<file path="config.mk">
export PLATFORM = sky130hd
export DESIGN_NAME = dram_arbiter
export DESIGN_NICKNAME = d
export VERILOG_FILES = /design/src/rtl/dram_arbiter.sv
export SDC_FILE = /design/constraint.sdc
export NUM_CORES = 1
export LEC_CHECK = 0
export CORE_AREA = 2 2 118 120
export DETAILED_ROUTE_END_ITERATION = 8
export DIE_AREA = 0 0 120 122
export MAX_ROUTING_LAYER = met4
export PLACE_DENSITY = 0.6
export SETUP_SLACK_MARGIN = 0.2
export SLEW_MARGIN = 30
export SYNTH_ARGS = -nofsm -noshare
export SYNTH_HDL_FRONTEND = slang
export SYNTH_SLANG_ARGS = --single-unit
</file>
<file path="constraint.sdc">
create_clock -name clk -period 2.1 [get_ports clk]
set_input_delay 0.42 -clock clk [delete_from_list [all_inputs] [get_ports clk]]
set_output_delay 0.42 -clock clk [all_outputs]
set_load 0.005 [all_outputs]
</file>
<file path="src/rtl/dram_arbiter.sv">
// dram_arbiter: shares the single data DRAM port between the CPU pipeline
// (port C) and a secondary master such as a loader or DMA engine (port D).
// The CPU has fixed priority. A DMA request that keeps losing wins once it
// has waited STARVE_LIMIT cycles. The DMA can lock the port for bursts.
// Read data returns one cycle after the grant and is steered back to the
// port that issued the read.
// Optional build macro DRAM_ARB_STATS_EN adds 32-bit grant/conflict counters.
module dram_arbiter #(
  parameter int ADDR_W       = 32,
  parameter int DATA_W       = 32,
  parameter int STARVE_LIMIT = 4
) (
  input  logic              clk,
  input  logic              rst,
  // CPU port
  input  logic              cpu_req,
  input  logic              cpu_we,
  input  logic [1:0]        cpu_op,
  input  logic [ADDR_W-1:0] cpu_adr,
  input  logic [DATA_W-1:0] cpu_wdin,
  output logic              cpu_gnt,
  output logic              cpu_stall,
  output logic              cpu_rvalid,
  output logic [DATA_W-1:0] cpu_rdo,
  // DMA port
  input  logic              dma_req,
  input  logic              dma_we,
  input  logic [1:0]        dma_op,
  input  logic [ADDR_W-1:0] dma_adr,
  input  logic [DATA_W-1:0] dma_wdin,
  input  logic              dma_lock,
  output logic              dma_gnt,
  output logic              dma_rvalid,
  output logic [DATA_W-1:0] dma_rdo,
  // DRAM side
  output logic [ADDR_W-1:0] dram_adr,
  output logic [1:0]        dram_w_op,
  output logic              dram_we,
  output logic [DATA_W-1:0] dram_wdin,
  input  logic [DATA_W-1:0] dram_rdo
`ifdef DRAM_ARB_STATS_EN
  ,
  output logic [31:0]       stat_cpu_gnt,
  output logic [31:0]       stat_dma_gnt,
  output logic [31:0]       stat_conflict
`endif
);

  typedef enum logic {
    IDLE     = 1'b0,
    DMA_LOCK = 1'b1
  } state_t;

  localparam logic [3:0] LIMIT = 4'(STARVE_LIMIT);

  state_t     state;
  logic [3:0] starve_cnt;
  logic [1:0] rd_pend;     // one-hot {dma, cpu}: read issued last cycle
  logic       starved;

  assign starved = (starve_cnt >= LIMIT);

  // Per-cycle arbitration: lock owner first, then CPU priority with the
  // starvation override for a DMA request that has waited too long.
  always_comb begin
    // NOTE: every output of a combinational block gets a default first, so
    // no path through the if/else leaves it unassigned and infers a latch.
    cpu_gnt = 1'b0;
    dma_gnt = 1'b0;
    if (!rst) begin
      if (state == DMA_LOCK) begin
        dma_gnt = dma_req;
      end else if (cpu_req && dma_req) begin
        if (starved) dma_gnt = 1'b1;
        else         cpu_gnt = 1'b1;
      end else begin
        cpu_gnt = cpu_req;
        dma_gnt = dma_req;
      end
    end
  end

  assign cpu_stall = cpu_req & ~cpu_gnt;

  // Steer the granted port onto the DRAM; drive zeros when nobody owns it.
  always_comb begin
    dram_adr  = '0;
    dram_w_op = '0;
    dram_we   = 1'b0;
    dram_wdin = '0;
    if (cpu_gnt) begin
      dram_adr  = cpu_adr;
      dram_w_op = cpu_op;
      dram_we   = cpu_we;
      dram_wdin = cpu_wdin;
    end else if (dma_gnt) begin
      dram_adr  = dma_adr;
      dram_w_op = dma_op;
      dram_we   = dma_we;
      dram_wdin = dma_wdin;
    end
  end

  // Read return: the DRAM answers one cycle after the address, so the
  // pending bit from last cycle selects which port sees the data.
  assign cpu_rvalid = rd_pend[0] & ~rst;
  assign dma_rvalid = rd_pend[1] & ~rst;
  assign cpu_rdo    = cpu_rvalid ? dram_rdo : '0;
  assign dma_rdo    = dma_rvalid ? dram_rdo : '0;

  // Lock state, starvation counter and read-pending tracking.
  always_ff @(posedge clk) begin
    // NOTE: sequential state uses non-blocking assignments so every register
    // samples the pre-edge values regardless of statement order.
    if (rst) begin
      state      <= IDLE;
      starve_cnt <= '0;
      rd_pend    <= '0;
    end else begin
      case (state)
        IDLE:     if (dma_gnt && dma_lock) state <= DMA_LOCK;
        DMA_LOCK: if (!dma_lock)           state <= IDLE;
        default:                           state <= IDLE;
      endcase

      if (dma_gnt || !dma_req) begin
        starve_cnt <= '0;
      end else if (starve_cnt != 4'hF) begin
        starve_cnt <= starve_cnt + 4'd1;
      end

      rd_pend <= {dma_gnt & ~dma_we, cpu_gnt & ~cpu_we};
    end
  end

`ifdef DRAM_ARB_STATS_EN
  // Free-running event counters; they wrap naturally at 2^32.
  always_ff @(posedge clk) begin
    if (rst) begin
      stat_cpu_gnt  <= '0;
      stat_dma_gnt  <= '0;
      stat_conflict <= '0;
    end else begin
      if (cpu_gnt)            stat_cpu_gnt  <= stat_cpu_gnt + 32'd1;
      if (dma_gnt)            stat_dma_gnt  <= stat_dma_gnt + 32'd1;
      if (cpu_req && dma_req) stat_conflict <= stat_conflict + 32'd1;
    end
  end
`endif

endmodule
</file>
### Word level (Yosys, flattened, before mapping)

Cells that the tools add are included.

| storage, ports and cells | value |
|---|---|
| bits in registers | 7 |
| logic and storage cells | 42 |
| output and inout bits | 136 |

| cells by class | value |
|---|---|
| bitwise operators | 10 |
| reduce and logical (&&, ||, !) cells | 5 |
| order comparisons | 1 |
| equality and inequality tests | 1 |
| mux-type cells | 21 |
| $add $sub $neg | 1 |

Operators with widths:

| kind | number |
|---|---|
| 2-to-1 mux 32 bit | 6 |
| 2-to-1 mux 1 bit | 12 |
| bitwise AND 1 bit | 5 |
| NOT 1 bit | 5 |
| adder 4 x 1 -> 4 bit (second input constant) | 1 |
| >= comparator 4 x 3 -> 1 bit (second input constant) | 1 |
| 2-to-1 mux 2 bit | 2 |
| != test 4 bit (second input constant) | 1 |
| logical AND 1 bit | 2 |
| one-hot mux 1 bit (2 select lines) | 1 |
| OR reduction 2 bit | 1 |
| zero test 1 bit | 1 |
| logical OR 1 bit | 1 |

### Longest topological paths before layout

Gate-level depths: netlist (run 1).

| logic depth | value |
|---|---|
| word-level depth | 8 |
| mapped depth | 5 |
| gate-level depth less buffers | 3 |

### Least setup slack after synthesis (run 1)

No wires, ideal clock.

| path | value |
|---|---|
| path kind | in2out |
| from | input cpu_req |
| to | output dram_adr[0] |
| arrival | 1252 ps |
| stages | 5 |
| slack | 428 ps |
| path buffers | 2 |
| cells stage by stage | nor4b_4 nor2_2 buf_4 buf_2 a22o_1 |

| on the way | value |
|---|---|
| word-level cells in the longest chain between the ends | 6 |
| elaborated cells between the ends (all ways) | 9 |
| classes of those cells | mux: 8; reduce/logical: 1 |

RTL lines:

| element | RTL line | source |
|---|---|---|
| start, declared | 16 | `input logic cpu_req,` |
| logical AND 1 bit | 73 | `end else if (cpu_req && dma_req) begin` |
| 2-to-1 mux 1 bit | 73 |  |
| 2-to-1 mux 1 bit | 71 | `if (state == DMA_LOCK) begin` |
| 2-to-1 mux 1 bit | 70 | `if (!rst) begin` |
| 2-to-1 mux 32 bit | 96 | `end else if (dma_gnt) begin` |
| 2-to-1 mux 32 bit (*) | 91 | `if (cpu_gnt) begin` |
| end, declared | 36 | `output logic [ADDR_W-1:0] dram_adr,` |

Mark *: on every way between the ends. The rest lies on a longest branch, timed or not.

### Worst setup path after layout (run 1)

| path | value |
|---|---|
| from | register starve_cnt[2] |
| to | output dram_wdin[14] |

| on the way | value |
|---|---|
| word-level cells in the longest chain between the ends | 7 |
| elaborated cells between the ends (all ways) | 11 |
| classes of those cells | order compare: 1; mux: 10 |

RTL lines:

| element | RTL line | source |
|---|---|---|
| start, declared | 57 | `logic [3:0] starve_cnt;` |
| start signal, assigned | 129 | `starve_cnt <= starve_cnt + 4'd1;` |
| >= comparator 4 x 3 -> 1 bit (*) | 61 | `assign starved = (starve_cnt >= LIMIT);` |
| 2-to-1 mux 1 bit | 74 | `if (starved) dma_gnt = 1'b1;` |
| 2-to-1 mux 1 bit | 73 |  |
| 2-to-1 mux 1 bit | 71 |  |
| 2-to-1 mux 1 bit | 70 |  |
| 2-to-1 mux 32 bit | 96 |  |
| 2-to-1 mux 32 bit (*) | 91 |  |
| end, declared | 39 | `output logic [DATA_W-1:0] dram_wdin,` |

Marks and branches as above.

==> results.json, run 1 <==
{
  "outcome": "finished with violations",
  "violations": "setup timing",
  "cts_made_buffers": 3,
  "synth_edf_count": 0,
  "wire_per_inst_um": 17.61,
  "drive_gt1_share_pct": 37.29,
  "area_delta_synth_final_pct": 292.2,
  "hp-start": "starve_cnt[0]$_SDFFE_PP0P_",
  "final_cell_area_um2": 5423,
  "place_hpwl_um": 9185,
  "drtAntennaViolNets": 0,
  "syn_area_um2": 1383,
  "fin_crit_sh_pct": 105.6,
  "root_buffer": "clkbuf_16",
  "fp.dieH_um": 122,
  "powerDensity_nw_per_um2": 244.8,
  "yosysTopAreaCellShare_pct": 42.44,
  "clock_tree.buffer_depth": 2,
  "yosysWarnings": 0,
  "grt_max_degree": 27,
  "slew_violations": 0,
  "avgSynthCellArea_um2": 7.767,
  "async_reset_ff_share_pct": 0,
  "netlist_top_cells_count": "67 x a22o_1, 64 x and2_1, 9 x clkbuf_1",
  "critPathKind": "reg -> out",
  "synth_cell_types": 20,
  "rr_worst_depth": 4,
  "die_x_um": 120,
  "worst_setup_path_end_kind": "primary output",
  "core_um2": 13500,
  "ys_seq_area_share_pct": 10.14,
  "reg2reg_to": "state$_SDFF_PP0_",
  "syn_inst": 178,
  "maxCapViolCount": 0,
  "crit_fanout": 8,
  "initial_core_util_pct": 10.24,
  "placed_cell_area_um2": 4822,
  "io_pins": 307,
  "cts_tree": "built",
  "drt_pass1_iterations": 4,
  "gp_congestion": 0.8654,
  "fin_tns_setup_ps": -1295,
  "ys_top_cells_by_area": "a22o_1 42%, and2_1 29%, dfxtp_1 10%, buf_2 2.9%, clkbuf_1 2.4%",
  "n_antenna_cell": 0,
  "vias_per_cell": 4.132,
  "holdCritPathClass": "reg -> reg",
  "cts_sinks": 7,
  "clock_latency_ps": 230,
  "postLayoutSetupSlackWorst_ps": -118.6,
  "antenna_found_initial": 0,
  "vias": 2971,
  "whs_path_depth": 1,
  "rows": 43,
  "place_ws_ps": -636.9,
  "fin_hold_ws_ps": 431.5,
  "drt_wl_total_um": 12660,
  "drc_errors": 0,
  "grt_overflow": 0,
  "syn-num-nets": 350,
  "holdPathEnd": "starve_cnt[0]$_SDFFE_PP0P_",
  "skew_ps": 3.448,
  "critical_path_required_ps": 1680,
  "grtUsageTotal_pct": 16.08,
  "synth.largest_area_cell": "a22o_1",
  "cp-start-kind": "flip-flop",
  "yosys_most_used_dff": "dfxtp_1",
  "synth_most_common_cell": "a22o_1",
  "period_needed_ps": 2219,
  "crit_arrival_ps": 1800,
  "clkTransAtPathRegs_ps": 40,
  "portBuffers": 306,
  "grt_pass1_vias": 3026,
  "drt_iter0_drc": 82,
  "leakage_nw": 2.623,
  "hold_viol_final": 0,
  "fill_cells": 1372,
  "clock.fmax_ghz": 0.4507,
  "cts_max_level": 1,
  "synth-seq-cells": 7,
  "final_nets": 712,
  "rsz0062_at_grt": "yes",
  "setup_viol": 39,
  "r2r-start": "starve_cnt[2]$_SDFFE_PP0P_",
  "reg2reg_slack_ps": 670,
  "grt_pass1_wl_um": 17510,
  "peakVddDrop_mv": 0.2312,
  "power_mw": 1.328,
  "cts_hold_repair.buffers": 0,
  "die-area_um2": 14640
}
worst max-delay path, stage by stage (launching register included):
cell     delay, ps
dfxtp_2        320
buf_6          110
nor4b_4        320
nor2_4          60
buf_12         160
buf_16         150
buf_12         120
a22o_1         180
buf_2          130
timing repair:
| action | in CTS | in global routing |
|---|---|---|
| pin swaps | 19 | 13 |
| hold endpoints to repair | 0 | 0 |
| buffers inserted | 25 | 8 |
| gates resized for setup | 445 | 70 |
| gates cloned | 14 | 0 |
| endpoints found under the setup margin | 136 | 99 |
stage by stage:
| step | utilization [%] | cells |
|---|---|---|
| 2_1_floorplan | - | 178 |
| 6_report | 40.16 | 719 |
| 4_1_cts | 39.64 | 711 |
| 3_3_place_gp | 35.71 | 668 |
| 3_5_place_dp | 35.71 | 668 |
| 5_1_grt | 40.16 | 719 |
area by class of cell:
type / instances / area [µm²] / share of cell area (%)
multi-input combinational: 151 / 1221 / 22.52
clock buffer: 3 / 75.07 / 1.384
clock inverter: 1 / 5.005 / 0.09229
timing repair buffer: 377 / 3752 / 69.20
tap: 180 / 225.2 / 4.153
sequential: 7 / 143.9 / 2.653
registers in the layout, indices dropped and copies added, names as in the netlist:
name,flops
rd_pend,2
starve_cnt,4
state,1
logic make-up (layout without fill, tap and decap cells):
family	Yosys count	in the layout	synth area share [%]
DFF	7	7	10.14
adders and majority gates	1	1	0.9048
other	1	1	0.2712
buffers and inverters	20	381	6.968
AOI/OAI and AO/OA	69	69	43.35
and+or+nand+nor	80	80	38.37
worst max-delay path by stage:
stage / slack (ps) / depth (start not counted) / to / from
floorplan: 430 / 5 / dram_adr[0] / cpu_req
global placement: -610 / 6 / dram_adr[31] / rst
detailed placement: -640 / 6 / dram_adr[9] / rst
CTS: -130 / 7 / dram_wdin[21] / starve_cnt[2]$_SDFFE_PP0P_
global route: -190 / 8 / dram_wdin[10] / starve_cnt[2]$_SDFFE_PP0P_
finish: -120 / 8 / dram_wdin[14] / starve_cnt[2]$_SDFFE_PP0P_
placed cells by master, fill, tap and decap left out, types with 3 or more instances in the layout:
master             n
dlygate4sd2_1     33
dfxtp_2            3
buf_8              4
buf_16            15
a22o_1            67
clkdlybuf4s50_1  167
and2_1            48
buf_4             17
buf_12            10
buf_6             46
clkdlybuf4s15_1    7
and2_4            16
clkbuf_2          23
buf_2             53
clkbuf_16          3
dfxtp_1            4
report_power, final:
part           total, mW  internal (mW)  switching [mW]
Sequential         0.140          0.138         0.00272
Combinational      0.866          0.597           0.269
Clock              0.321          0.250          0.0716
Total               1.33          0.984           0.343
metal layers:
layer	wire, µm	GRT usage (%)	vias up
li1	-	-	1393
met1	4542	16.87	1347
met2	6806	31.53	215
met3	1080	2.622	16
met4	235	3.162	0
met5	0	-	-
Power figures use the tool's default switching activity.
==> inputs of run 2 (changes only) <==
- CAP_MARGIN: unset -> 20
- CTS_BUF_LIST: unset -> sky130_fd_sc_hd__clkbuf_2
==> run 2 against run 1 <==
Against the previous run: the flow still finishes with violations (setup timing); routed wire length increased by 2.3%; register-to-register slack improved by 20 ps; critical endpoint is now dram_adr[5]; cell area decreased by 0.58%; core utilization decreased by 0.23 points; critical path type unchanged; worst hold slack improved by 7.3 ps; sequential power about the same; highest routed layer unchanged; count of clock-buffer cells in the layout unchanged.
==> results.json, run 2 (same netlist as run 1, synthesis figures left out) <==
{
  "outcome": "finished with violations",
  "violations": "setup timing",
  "clkTransAtPathRegs_ps": 90,
  "maxCapViolCount": 0,
  "root_buffer": "clkbuf_2",
  "drive_gt1_share_pct": 38.93,
  "cts_made_buffers": 3,
  "reg2reg_slack_ps": 690,
  "final_core_util_pct": 39.92,
  "crit_top_cell": "buf_12",
  "drtAntennaViolNets": 0,
  "rows": 43,
  "critical_path_required_ps": 1680,
  "grtUsageTotal_pct": 16.16,
  "clock.fmax_ghz": 0.4451,
  "final_cells": 722,
  "crit_chain": "buf_6, nor4b_4, nor2_4, buf_12, buf_12, buf_16, a22o_1, buf_2",
  "slew_violations": 0,
  "drt_wl_total_um": 12950,
  "r2r-start": "starve_cnt[2]$_SDFFE_PP0P_",
  "io_pins": 307,
  "top_regs": "starve_cnt: 4 flops, rd_pend: 2 flops, state: 1 flops",
  "regMostFlops": "starve_cnt",
  "peakVddDrop_mv": 0.1208,
  "cp-start-kind": "flip-flop",
  "seq_area_um2": 143.9,
  "vias_per_cell": 4.119,
  "portBuffers": 306,
  "postLayoutSetupSlackWorst_ps": -146.8,
  "cts_tree": "built",
  "n_antenna_cell": 0,
  "drt_iter0_drc": 80,
  "antenna_found_initial": 0,
  "power_mw": 1.120,
  "place_inst": 668,
  "skew_ps": 14.76,
  "crit_arrival_ps": 1830,
  "initial_core_util_pct": 10.24,
  "largest_reg_flops": 4,
  "clock_latency_ps": 240,
  "wire_per_inst_um": 17.94,
  "critPathTopFamily": "buffers and inverters",
  "hold_viol_final": 0,
  "die-area_um2": 14640,
  "rr_worst_depth": 4,
  "grt_overflow": 0,
  "layout_common_cells": "167 x clkdlybuf4s50_1, 67 x a22o_1, 62 x buf_2",
  "drt_pass1_iterations": 4,
  "fin_crit_sh_pct": 107.0,
  "cts_max_level": 1,
  "core_um2": 13500,
  "grt_pass1_vias": 3043,
  "final_nets": 715,
  "powerDensity_nw_per_um2": 207.7,
  "cts_hold_repair.buffers": 0,
  "fill_cells": 1368,
  "critPathKind": "reg -> out",
  "holdPathEnd": "state$_SDFF_PP0_",
  "slowest_stage": "dfxtp_2",
  "grt_max_degree": 17,
  "multi_input_area_um2": 1221,
  "vias": 2974,
  "worst_setup_path_end_kind": "primary output",
  "critPathBufInv": 5,
  "area_delta_synth_final_pct": 290.0,
  "cts_sinks": 7,
  "setup_viol": 63,
  "clock_tree.buffer_depth": 2,
  "holdCritPathClass": "in -> reg",
  "slowest_delay_ps": 340,
  "die_x_um": 120,
  "drc_errors": 0,
  "place_hpwl_um": 9185,
  "grt_pass1_wl_um": 17630,
  "crit_fanout": 13,
  "mostFrequentLayoutCell": "clkdlybuf4s50_1",
  "rsz0062_at_grt": "yes",
  "whs_path_depth": 3,
  "reg2reg_to": "state$_SDFF_PP0_",
  "leakage_nw": 2.615,
  "gp_congestion": 0.8654,
  "period_needed_ps": 2247,
  "hp-start": "rst",
  "fp.dieH_um": 122
}
[run 2: metrics by stage]
| stage | setup TNS [ps] | setup WS [ps] | hold WS (ps) | instance area, µm² |
|---|---|---|---|---|
| final | -7139 | -146.8 | 438.8 | 5391 |
| after global routing | -11490 | -218.9 | 438.7 | 5391 |
| after CTS | -7378 | -200.2 | 423.7 | 5245 |
| after detailed placement | -71580 | -636.9 | 424.7 | 4822 |
| after global placement | -69060 | -606.3 | 413.7 | 4822 |
| after floorplan | 0 | 428.5 | 405.4 | 1383 |
[run 2: final cells by class]
| cell class | instances | share of cell area (%) |
|---|---|---|
| Timing Repair Buffer | 380 | 70.13 |
| Sequential cell | 7 | 2.669 |
| Clock inverter | 1 | 0.09283 |
| Clock buffer | 3 | 0.2785 |
| Multi-Input combinational cell | 151 | 22.65 |
| Tap cell | 180 | 4.177 |
[run 2: how the worst max path moves through the flow]
stage / from / endpoint / slack (ps) / depth (start not counted)
2_1_floorplan: cpu_req / dram_adr[0] / 430 / 5
3_3_place_gp: rst / dram_adr[31] / -610 / 6
3_5_place_dp: rst / dram_adr[9] / -640 / 6
4_1_cts: starve_cnt[2]$_SDFFE_PP0P_ / dram_adr[9] / -200 / 8
5_1_grt: starve_cnt[2]$_SDFFE_PP0P_ / dram_wdin[5] / -220 / 8
6_report: starve_cnt[2]$_SDFFE_PP0P_ / dram_adr[5] / -150 / 8
[run 2: what timing repair did]
action,CTS,global route
cloned,15,1
buffers inserted,24,10
setup endpoints to repair,136,99
gates resized for setup,457,79
pin swaps,22,10
[run 2: tightest hold or removal path, cell delays in order]
cell and delay [ps]:
buf_8 90, buf_4 110, nor3b_1 40
[run 2: layer usage]
layer	global-route usage [%]	wire (µm)	up-vias
met3	2.762	999	16
met2	31.68	6916	206
met5	-	0	-
li1	-	-	1399
met1	16.96	4770	1353
met4	3.015	266	0
[run 2: report_power, final]
part / internal (mW) / switching (mW) / leakage [nW]
clock: 0.0431 / 0.0536 / 0.0164
combinational: 0.609 / 0.274 / 2.54
sequential: 0.137 / 0.00282 / 0.0581
total: 0.789 / 0.331 / 2.61
==> inputs of run 3 (changes only) <==
- DONT_BUFFER_PORTS: unset -> 1
- PLACE_DENSITY: 0.6 -> 0.31
- SKIP_LAST_GASP: unset -> 1
==> run 3 against run 2 <==
Against the previous run: the flow now finishes without violations; sequential share of layout area rose by 4.8 points; die area unchanged; via count down 44%; clock power rose by 2%; first-iteration DRC count grew 5.0%; largest cell class is now multi-input gates; global-route usage down 7.5 points; power is 52% lower; routed wire length fell by 39%; cell area fell by 64%; critical endpoint is now dram_adr[0]; core utilization is 25 points lower; critical path depth down 4; final cell count is 49% lower.
==> results.json, run 3 (same netlist as run 1, synthesis figures left out) <==
{
  "portBuffers": 0,
  "holdPathEnd": "state$_SDFF_PP0_",
  "outcome": "finished clean",
  "clock_latency_ps": 240,
  "clock_tree.buffer_depth": 2,
  "drt_wl_total_um": 7891,
  "core_um2": 13500,
  "drt_iter0_drc": 84,
  "largest_reg_flops": 4,
  "crit_fanout": 27,
  "use_met2_pct": 14.28,
  "critical_path_required_ps": 1680,
  "cts_tree": "built",
  "powerDensity_nw_per_um2": 272.2,
  "drc_errors": 0,
  "cts_made_buffers": 3,
  "met1_usage_pct": 9.801,
  "antenna_found_initial": 1,
  "worst_setup_path_end_kind": "primary output",
  "fp.dieH_um": 122,
  "io_pins": 307,
  "wire_per_inst_um": 21.56,
  "vias_per_cell": 4.579,
  "hold_viol_final": 0,
  "period_needed_ps": 1996,
  "maxCapViolCount": 0,
  "slew_violations": 0,
  "cts_max_level": 1,
  "reg2reg_slack_ps": 760,
  "drive_gt1_share_pct": 25.54,
  "clock.fmax_ghz": 0.5010,
  "cts_hold_repair.buffers": 0,
  "rsz0062_at_grt": "yes",
  "gr-max-usage-layer": "met2",
  "use_met3_pct": 2.949,
  "reg2reg_to": "state$_SDFF_PP0_",
  "drtAntennaViolNets": 0,
  "die_x_um": 120,
  "grt_max_degree": 34,
  "whs_path_depth": 1,
  "drt_pass1_iterations": 4,
  "regMostFlops": "starve_cnt",
  "fin_crit_sh_pct": 95.05,
  "mostFrequentLayoutCell": "and2_1",
  "grt_pass1_wl_um": 8542,
  "initial_core_util_pct": 10.24,
  "die-area_um2": 14640,
  "peakVddDrop_mv": 0.08872,
  "gp_congestion": 0.8597,
  "clkTransAtPathRegs_ps": 90,
  "root_buffer": "clkbuf_2",
  "area_delta_synth_final_pct": 42.17,
  "grt_overflow": 0,
  "final_nets": 357,
  "setup_viol": 0,
  "skew_ps": 11.95,
  "fin_tns_setup_ps": 0,
  "cts_sinks": 7,
  "top_regs": "starve_cnt: 4 flops, rd_pend: 2 flops, state: 1 flops",
  "grt_pass1_vias": 1338,
  "place_hpwl_um": 5599,
  "hp-start": "rst",
  "final_core_util_pct": 14.56,
  "vias": 1676,
  "leakage_nw": 0.7885,
  "rows": 43,
  "postLayoutSetupSlackWorst_ps": 103.9,
  "r2r-start": "starve_cnt[3]$_SDFFE_PP0P_",
  "critPathKind": "reg -> out",
  "grtUsageTotal_pct": 8.670,
  "layout_common_cells": "64 x and2_1, 58 x a22o_1, 9 x a22o_4",
  "cp-start-kind": "flip-flop",
  "holdCritPathClass": "in -> reg",
  "crit_arrival_ps": 1580,
  "place_ws_ps": 262.5,
  "rr_worst_depth": 3
}
-- run 3: changes by cell type in the layout (fill, tap and decap cells not counted), sizes merged --
cell           before  now
clkdlybuf4s15       6    0
nor2                1    2
clkdlybuf4s50     167    0
dlygate4sd2        27    0
buf               156   17
diode               0    2
clkbuf             27    7
-- run 3: metal layers --
layer | wire length (µm) | part of all wire [%] | vias up
li1 | - | - | 681
met1 | 2912 | 37 | 790
met2 | 3890 | 49 | 197
met3 | 914 | 12 | 8
met4 | 174 | 2.2 | 0
met5 | 0 | 0 | -
-- run 3: repair_timing --
| item | CTS | global route |
|---|---|---|
| pin swaps | 6 | 29 |
| gates cloned | 4 | 5 |
| resized for setup | 16 | 8 |
| setup endpoints to repair | 67 | 68 |
| setup buffers | 5 | 1 |
-- run 3: report_power, final --
group	leakage [nW]	total, mW	internal, mW	switching [mW]
combinational	0.714	0.298	0.152	0.146
clock	0.0164	0.0986	0.0431	0.0554
sequential	0.0584	0.138	0.135	0.00311
total	0.789	0.535	0.331	0.204
-- run 3: stage by stage --
step	hold WS (ps)	instances	cell area (µm²)	power, mW
floorplan	405.4	178	1383	0.3161
global placement	432.9	345	1599	0.3536
detailed placement	428.3	345	1599	0.3516
CTS	229.7	358	1828	0.5076
global route	224.2	365	1963	0.5645
finish	236.4	366	1966	0.5351
-- run 3: worst max-delay path by stage --
stage	from	to	slack (ps)	cells after the start
3_5_place_dp	rst	dram_adr[0]	260	4
5_1_grt	starve_cnt[2]$_SDFFE_PP0P_	dram_adr[0]	50	4
4_1_cts	state$_SDFF_PP0_	dram_adr[0]	100	4
2_1_floorplan	cpu_req	dram_adr[0]	430	5
3_3_place_gp	rst	dram_adr[0]	280	4
6_report	starve_cnt[2]$_SDFFE_PP0P_	dram_adr[0]	100	4
-- run 3: final cells by class --
type | count | area, µm²
flip-flops and latches | 7 | 146.4
diodes | 2 | 5.005
clock buffers | 3 | 15.01
fillers | 1522 | 11540
clock inverters | 1 | 5.005
multi-input cells | 152 | 1254
repair buffers | 21 | 315.3
well taps | 180 | 225.2
-- run 3: worst max-delay path, cell delays in order (launching register included) --
cell and delay, ps:
dfxtp_4 370, nor4b_4 360, nor2_4 140, buf_12 190
a22o_4 250
